<file path="src/rtl/csr_pkg.sv">
//------------------------------------------------------------------------------
// Module   : csr_pkg
// Purpose  : Shared CSR op encodings, FSM state type and width defaults.
// Revision : 1.0 - initial release
//------------------------------------------------------------------------------
`default_nettype none

package csr_pkg;

   localparam int CSR_ROBID_W = 7;
   localparam int CSR_OP_W    = 5;
   localparam int CSR_RD_W    = 6;

   localparam logic [CSR_OP_W-1:0] CSR_OP_NOP = 5'd0;
   localparam logic [CSR_OP_W-1:0] CSR_OP_RW  = 5'd1;
   localparam logic [CSR_OP_W-1:0] CSR_OP_RS  = 5'd2;
   localparam logic [CSR_OP_W-1:0] CSR_OP_RC  = 5'd3;
   localparam logic [CSR_OP_W-1:0] CSR_OP_RWI = 5'd5;
   localparam logic [CSR_OP_W-1:0] CSR_OP_RSI = 5'd6;
   localparam logic [CSR_OP_W-1:0] CSR_OP_RCI = 5'd7;

   typedef enum logic [1:0] {
      ST_IDLE  = 2'd0,
      ST_ISSUE = 2'd1,
      ST_BUSY  = 2'd2
   } csr_state_e;

   // Queue entry layout is {op, robid, rd, op1, op2}, op2 in the LSBs.
   function automatic int csr_payload_w(input int robid_w, input int op_w);
      return op_w + robid_w + CSR_RD_W + 64;
   endfunction

endpackage

`default_nettype wire

</file>
<file path="src/rtl/csr_fifo.sv">
//------------------------------------------------------------------------------
// Module   : csr_fifo
// Purpose  : Generic DEPTH-entry synchronous FIFO with clear and head output.
// Revision : 1.0 - initial release
//------------------------------------------------------------------------------
`default_nettype none

module csr_fifo #(
   parameter int DEPTH = 4,
   parameter int WIDTH = 8
)(
   input  logic                       clk,
   input  logic                       rst,
   input  logic                       i_push,
   input  logic [WIDTH-1:0]           i_wdata,
   input  logic                       i_pop,
   input  logic                       i_clear,
   output logic                       o_full,
   output logic                       o_empty,
   output logic [$clog2(DEPTH):0]     o_count,
   output logic [WIDTH-1:0]           o_rdata
);

   localparam int AW = $clog2(DEPTH);
   localparam logic [AW:0] C_DEPTH = (AW+1)'(DEPTH);
   localparam logic [AW:0] C_ONE   = (AW+1)'(1);
   localparam logic [AW-1:0] C_PTR_ONE = AW'(1);

   logic [WIDTH-1:0] r_mem [DEPTH];
   logic [AW-1:0]    r_wr_ptr;
   logic [AW-1:0]    r_rd_ptr;
   logic [AW:0]      r_count;

   logic w_full;
   logic w_empty;
   logic w_push;
   logic w_pop;

   assign w_full  = (r_count == C_DEPTH);
   assign w_empty = (r_count == '0);
   // A push while full is dropped even if a pop lands in the same cycle.
   assign w_push  = i_push && !w_full && !i_clear;
   assign w_pop   = i_pop && !w_empty && !i_clear;

   always_ff @(posedge clk or posedge rst) begin
      if (rst) begin
         r_wr_ptr <= '0;
         r_rd_ptr <= '0;
         r_count  <= '0;
      end else if (i_clear) begin
         r_wr_ptr <= '0;
         r_rd_ptr <= '0;
         r_count  <= '0;
      end else begin
         if (w_push) begin
            r_wr_ptr <= r_wr_ptr + C_PTR_ONE;
         end
         if (w_pop) begin
            r_rd_ptr <= r_rd_ptr + C_PTR_ONE;
         end
         unique case ({w_push, w_pop})
            2'b10:   r_count <= r_count + C_ONE;
            2'b01:   r_count <= r_count - C_ONE;
            default: r_count <= r_count;
         endcase
      end
   end

   always_ff @(posedge clk) begin
      if (w_push) begin
         r_mem[r_wr_ptr] <= i_wdata;
      end
   end

   assign o_full  = w_full;
   assign o_empty = w_empty;
   assign o_count = r_count;
   assign o_rdata = r_mem[r_rd_ptr];

endmodule

`default_nettype wire

</file>
<file path="src/rtl/csr_serializer.sv">
//------------------------------------------------------------------------------
// Module   : csr_serializer
// Purpose  : Holds CSR ops from rename and issues them one at a time once
//            they reach the ROB head; tracks the outstanding op to writeback.
// Revision : 1.0 - initial release
//------------------------------------------------------------------------------
`default_nettype none

module csr_serializer
   import csr_pkg::*;
#(
   parameter int DEPTH   = 4,
   parameter int ROBID_W = CSR_ROBID_W,
   parameter int OP_W    = CSR_OP_W
)(
   input  logic               clk,
   input  logic               rst,
   input  logic               rename_csr_write,
   input  logic [OP_W-1:0]    rename_op,
   input  logic [ROBID_W-1:0] rename_robid,
   input  logic [5:0]         rename_rd,
   input  logic [31:0]        rename_op1,
   input  logic [31:0]        rename_op2,
   output logic               csrq_full,
   input  logic [ROBID_W-1:0] rob_head_robid,
   input  logic               rob_flush,
   input  logic               rob_csr_valid,
   output logic               issue_valid,
   output logic [OP_W-1:0]    issue_op,
   output logic [ROBID_W-1:0] issue_robid,
   output logic [5:0]         issue_rd,
   output logic [31:0]        issue_op1,
   output logic [31:0]        issue_op2,
   input  logic               csr_valid,
   input  logic [ROBID_W-1:0] csr_robid,
   output logic               csrq_busy
);

   localparam int PAYLOAD_W = csr_payload_w(ROBID_W, OP_W);
   localparam int ROBID_LSB = 64 + CSR_RD_W;
   localparam int OP_LSB    = ROBID_LSB + ROBID_W;

   logic [PAYLOAD_W-1:0]     w_wdata;
   logic [PAYLOAD_W-1:0]     w_head;
   logic                     w_full;
   logic                     w_empty;
   logic [$clog2(DEPTH):0]   w_count;
   logic                     w_enq;
   logic                     w_pop;
   logic                     w_head_match;

   logic [OP_W-1:0]    w_head_op;
   logic [ROBID_W-1:0] w_head_robid;
   logic [5:0]         w_head_rd;
   logic [31:0]        w_head_op1;
   logic [31:0]        w_head_op2;

   csr_state_e         r_state;
   logic               r_issue_valid;
   logic               r_busy;
   logic [OP_W-1:0]    r_issue_op;
   logic [ROBID_W-1:0] r_issue_robid;
   logic [5:0]         r_issue_rd;
   logic [31:0]        r_issue_op1;
   logic [31:0]        r_issue_op2;

   assign w_wdata = {rename_op, rename_robid, rename_rd, rename_op1, rename_op2};

   assign w_head_op2   = w_head[31:0];
   assign w_head_op1   = w_head[63:32];
   assign w_head_rd    = w_head[64 +: CSR_RD_W];
   assign w_head_robid = w_head[ROBID_LSB +: ROBID_W];
   assign w_head_op    = w_head[OP_LSB +: OP_W];

   assign w_enq = rename_csr_write && !w_full && !rob_flush;

   // Writeback retires the head entry; stray robids and flush-cycle writebacks are ignored.
   assign w_pop = (r_state == ST_BUSY) && csr_valid && (csr_robid == w_head_robid)
                  && !rob_flush;

   assign w_head_match = !w_empty && (w_head_robid == rob_head_robid)
                         && !rob_flush && !rob_csr_valid;

   csr_fifo #(
      .DEPTH (DEPTH),
      .WIDTH (PAYLOAD_W)
   ) u_fifo (
      .clk     (clk),
      .rst     (rst),
      .i_push  (w_enq),
      .i_wdata (w_wdata),
      .i_pop   (w_pop),
      .i_clear (rob_flush),
      .o_full  (w_full),
      .o_empty (w_empty),
      .o_count (w_count),
      .o_rdata (w_head)
   );

   always_ff @(posedge clk or posedge rst) begin
      if (rst) begin
         r_state       <= ST_IDLE;
         r_issue_valid <= 1'b0;
         r_busy        <= 1'b0;
         r_issue_op    <= '0;
         r_issue_robid <= '0;
         r_issue_rd    <= '0;
         r_issue_op1   <= '0;
         r_issue_op2   <= '0;
      end else if (rob_flush) begin
         // Issue data registers keep their contents; they are ignored while idle.
         r_state       <= ST_IDLE;
         r_issue_valid <= 1'b0;
         r_busy        <= 1'b0;
      end else begin
         unique case (r_state)
            ST_IDLE: begin
               r_issue_valid <= 1'b0;
               r_busy        <= 1'b0;
               if (w_head_match) begin
                  r_state       <= ST_ISSUE;
                  r_issue_valid <= 1'b1;
                  r_busy        <= 1'b1;
                  r_issue_op    <= w_head_op;
                  r_issue_robid <= w_head_robid;
                  r_issue_rd    <= w_head_rd;
                  r_issue_op1   <= w_head_op1;
                  r_issue_op2   <= w_head_op2;
               end
            end
            ST_ISSUE: begin
               r_state       <= ST_BUSY;
               r_issue_valid <= 1'b0;
               r_busy        <= 1'b1;
            end
            ST_BUSY: begin
               r_issue_valid <= 1'b0;
               if (w_pop) begin
                  r_state <= ST_IDLE;
                  r_busy  <= 1'b0;
               end
            end
            default: begin
               r_state       <= ST_IDLE;
               r_issue_valid <= 1'b0;
               r_busy        <= 1'b0;
            end
         endcase
      end
   end

   assign csrq_full   = w_full;
   assign csrq_busy   = r_busy;
   assign issue_valid = r_issue_valid;
   assign issue_op    = r_issue_op;
   assign issue_robid = r_issue_robid;
   assign issue_rd    = r_issue_rd;
   assign issue_op1   = r_issue_op1;
   assign issue_op2   = r_issue_op2;

endmodule

`default_nettype wire

</file>
<file path="config.mk">
export PLATFORM = sky130hd
export DESIGN_NAME = csr_serializer
export DESIGN_NICKNAME = d
export VERILOG_FILES = /design/src/rtl/csr_pkg.sv /design/src/rtl/csr_fifo.sv /design/src/rtl/csr_serializer.sv
export SDC_FILE = /design/constraint.sdc
export NUM_CORES = 1
export LEC_CHECK = 0
export CAP_MARGIN = 30
export CORE_MARGIN = 2
export CORE_UTILIZATION = 60
export DETAILED_ROUTE_END_ITERATION = 12
export PLACE_DENSITY = 0.95
export SLEW_MARGIN = 20
export SYNTH_ARGS = -nofsm -noshare
export SYNTH_HDL_FRONTEND = slang
export SYNTH_SLANG_ARGS = --single-unit
</file>
<file path="constraint.sdc">
create_clock -name clk -period 5.05 [get_ports clk]
set_clock_uncertainty 0.2 [all_clocks]
set_input_delay 1.2625 -clock clk [delete_from_list [all_inputs] [get_ports clk]]
set_output_delay 1.2625 -clock clk [all_outputs]
set_load 0.005 [all_outputs]
</file>
==> results.sh <==
export IMPL_pin_count=187
export IMPL_placed_area_mm2=0.0180
export IMPL_pre_cts_slack_ns=0.744
export IMPL_p_clk_share_pct=40.8
export IMPL_wl_um=31300
export IMPL_cts_buffers=41
export IMPL_synth_area_per_cell_um2=22.6
export IMPL_cts_tree="yes"
export IMPL_yosysWarningCount=0
export IMPL_grt_pass1_wl_um=48500
export IMPL_drt_iter0_drc=640
export IMPL_vdd_drop_max_mv=0.345
export IMPL_wl_per_cell_um=24.6
export IMPL_start_util_pct=60.7
export IMPL_synth_fp_nets=799
export IMPL_synth_cell_types=35
export IMPL_syn_area_mm2=0.0157
export IMPL_num_rows=59
export IMPL_p_leak_nw=6.82
export IMPL_drcViolationCount=0
export IMPL_synth_flop_cell="edfxtp_1"
export IMPL_cts_hold_buf=0
export IMPL_vias_per_cell=5.89
export IMPL_maxSlewViolCount=0
export IMPL_worstPathMaxFanout=15
export IMPL_slowest_stage="clkdlybuf4s50_1"
export IMPL_antenna_found_initial=0
export IMPL_path_cells="clkdlybuf4s50_1 > nor4bb_1 > nand3b_1 > or4_1 > nor2_1 > fa_1 > nor2_1 > mux2i_1 > mux2_1"
export IMPL_design_area_mm2=0.0193
export IMPL_layout_drive_gt1_share_pct=17.9
export IMPL_cts_root_buf="clkbuf_16"
export IMPL_finalHoldViolCount=0
export IMPL_cts_setup_buffers=0
export IMPL_ys_ff_latch=421
export IMPL_core_area_mm2=0.0258
export IMPL_grt_usage_pct=23.2
export IMPL_period_minus_slack_ns=3.85
export IMPL_die_y_um=166
export IMPL_required_ns=5.24
export IMPL_insertion_delay_ns=0.52
export IMPL_area_delta_synth_final_pct=23.3
export IMPL_path_clk_slew_ns=0.06
export IMPL_setup_viol=0
export IMPL_dp_hpwl_um=18700
export IMPL_status="finished clean"
export IMPL_setup_tns_ns=0
export IMPL_nets=1012
export IMPL_synth_edf_count=328
export IMPL_critPathKind="primary input to flop"
export IMPL_reg2reg_setup_slack_ns=1.34
export IMPL_fin_ws_ns=1.20
export IMPL_hold_class="flop to flop"
export IMPL_vias=7495
export IMPL_yosysSeqAreaShare_pct=77.7
export IMPL_crit_buf_inv=1
export IMPL_ant_nets=0
export IMPL_portBuffers=186
export IMPL_grt_max_degree=53
export IMPL_crit_path_end_kind="flop"
export IMPL_tightest_slew_ns=0.938
export IMPL_cts_resized=0
export IMPL_p_sw_share_pct=19.6
export IMPL_intPower_mw=5.71
export IMPL_worstPathArrival_ns=4.04
export IMPL_sequentialPowerShare_pct=54.6
export IMPL_grt_overflow_total=0
export IMPL_fin_util_pct=74.8
export IMPL_firstDrtPassIters=4
export IMPL_die_area_mm2=0.0274
export IMPL_slew_limit_headroom_pct=37.0
export IMPL_startpoint_type="primary input"
export IMPL_grt_pass1_vias=8401
export IMPL_hold_worst_slack_ns=0.281
export IMPL_crit_family="simple AND/OR/NAND/NOR gates"
export IMPL_period_share_pct=76.2
export IMPL_cts_sinks=421
export IMPL_cts_htree_levels=2
export IMPL_cts_max_path_buffers=3
export IMPL_maxCapViolations=0
export IMPL_crit_path_max_incr_delay_ns=0.68
export IMPL_rsz0062_at_grt="false"
export IMPL_combPwrFrac_pct=4.5
export IMPL_path_common_cell="nor2_1"
export IMPL_ys_async_sr_fraction_pct=22.1
export IMPL_gp_congestion=0.819
export IMPL_n_antenna_cell=0
export IMPL_max_freq_mhz=260
export IMPL_p_sw_mw=1.39
export IMPL_die_x_um=166
export IMPL_power_density_mw_per_mm2=367
export IMPL_syn_instance_count=692
==> per-layer routing <==
metal | track usage [%] | share of wire, % | vias to the layer above
li1 | - | - | 3228
met5 | 0 | 0 | -
met4 | 7.45 | 2.9 | 0
met2 | 39.5 | 51 | 268
met3 | 4.35 | 5.3 | 64
met1 | 30.8 | 40 | 3935
==> cell families after synthesis <==
logic type	synth area share, %
adder cells (fa/ha/maj)	0.447
AND/OR/NAND/NOR	1.64
flip-flops	77.7
buffers and inverters	1.10
XOR/XNOR	0.950
multiplexers	18.0
AO/OA/AOI/OAI	0.208
==> path summary, 6_finish.rpt <==
check	from	cells past startpoint	endpoint
max	rob_flush	9	u_fifo.o_count[2]
min	issue_op2[12]	1	issue_op2[12]
max reg2reg	u_fifo.r_rd_ptr[0]	6	issue_op2[23]
min reg2reg	issue_op2[12]	1	issue_op2[12]
max in group asynchronous	rst	3	issue_op2[7]
min in group asynchronous	rst	2	issue_op2[31]
==> power by group through the flow <==
stage               Sequential (mW)  Clock [mW]  Combinational, mW
CTS                            3.88        2.96              0.326
detailed placement             3.95           0              0.321
floorplan                      3.95           0              0.116
global placement               3.94           0              0.305
global route                   3.89        3.09              0.345
finish                         3.88        2.90              0.322
==> registers in the layout, indices dropped and copies added, names as in the netlist <==
| register | cells |
|---|---|
| issue_op1 | 32 |
| issue_robid | 7 |
| r_state | 2 |
| issue_rd | 6 |
| u_fifo.r_rd_ptr | 2 |
| issue_op | 5 |
| u_fifo.o_count | 3 |
| u_fifo.r_mem | 328 |
| csrq_busy | 1 |
| issue_valid | 1 |
| u_fifo.r_wr_ptr | 2 |
| issue_op2 | 32 |
==> stage by stage <==
stage | power, mW | std cells
3_5_place_dp | 4.27 | 1197
3_3_place_gp | 4.25 | 1197
6_report | 7.10 | 1272
2_1_floorplan | 4.06 | 692
5_1_grt | 7.32 | 1272
4_1_cts | 7.16 | 1272
==> cell usage after synthesis, types with 3 or more instances <==
library cell / instances / share of area (%)
a21oi_1: 4 / 0.13
buf_2: 3 / 0.096
inv_1: 4 / 0.096
ha_1: 4 / 0.32
buf_4: 7 / 0.34
mux2_1: 81 / 5.8
nor2_1: 8 / 0.19
dfrtp_1: 93 / 15
edfxtp_1: 328 / 63
nand2_1: 6 / 0.14
nand2b_1: 4 / 0.16
mux4_2: 82 / 12
nor2b_1: 3 / 0.12
clkbuf_1: 17 / 0.41
xnor2_1: 17 / 0.95
and2_1: 5 / 0.20
==> layout by cell type, fill, tap and decap left out, types with 8 or more instances in the layout <==
master and n:
clkbuf_16 41, clkdlybuf4s50_1 186, mux4_2 82, mux2_1 81
xnor2_1 17, edfxtp_1 328, dfrtp_1 91, buf_12 8
clkbuf_1 12, nor2_1 8
==> area by class of cell <==
class	count	area [um2]
multi-input cells	237	3340
fillers	1378	6510
clock inverters	16	139
clock buffers	59	1150
repair buffers	200	2070
well taps	335	419
flip-flops and latches	421	12200
inverters	4	17.5
Note: power is estimated with default switching activity, not from simulation.
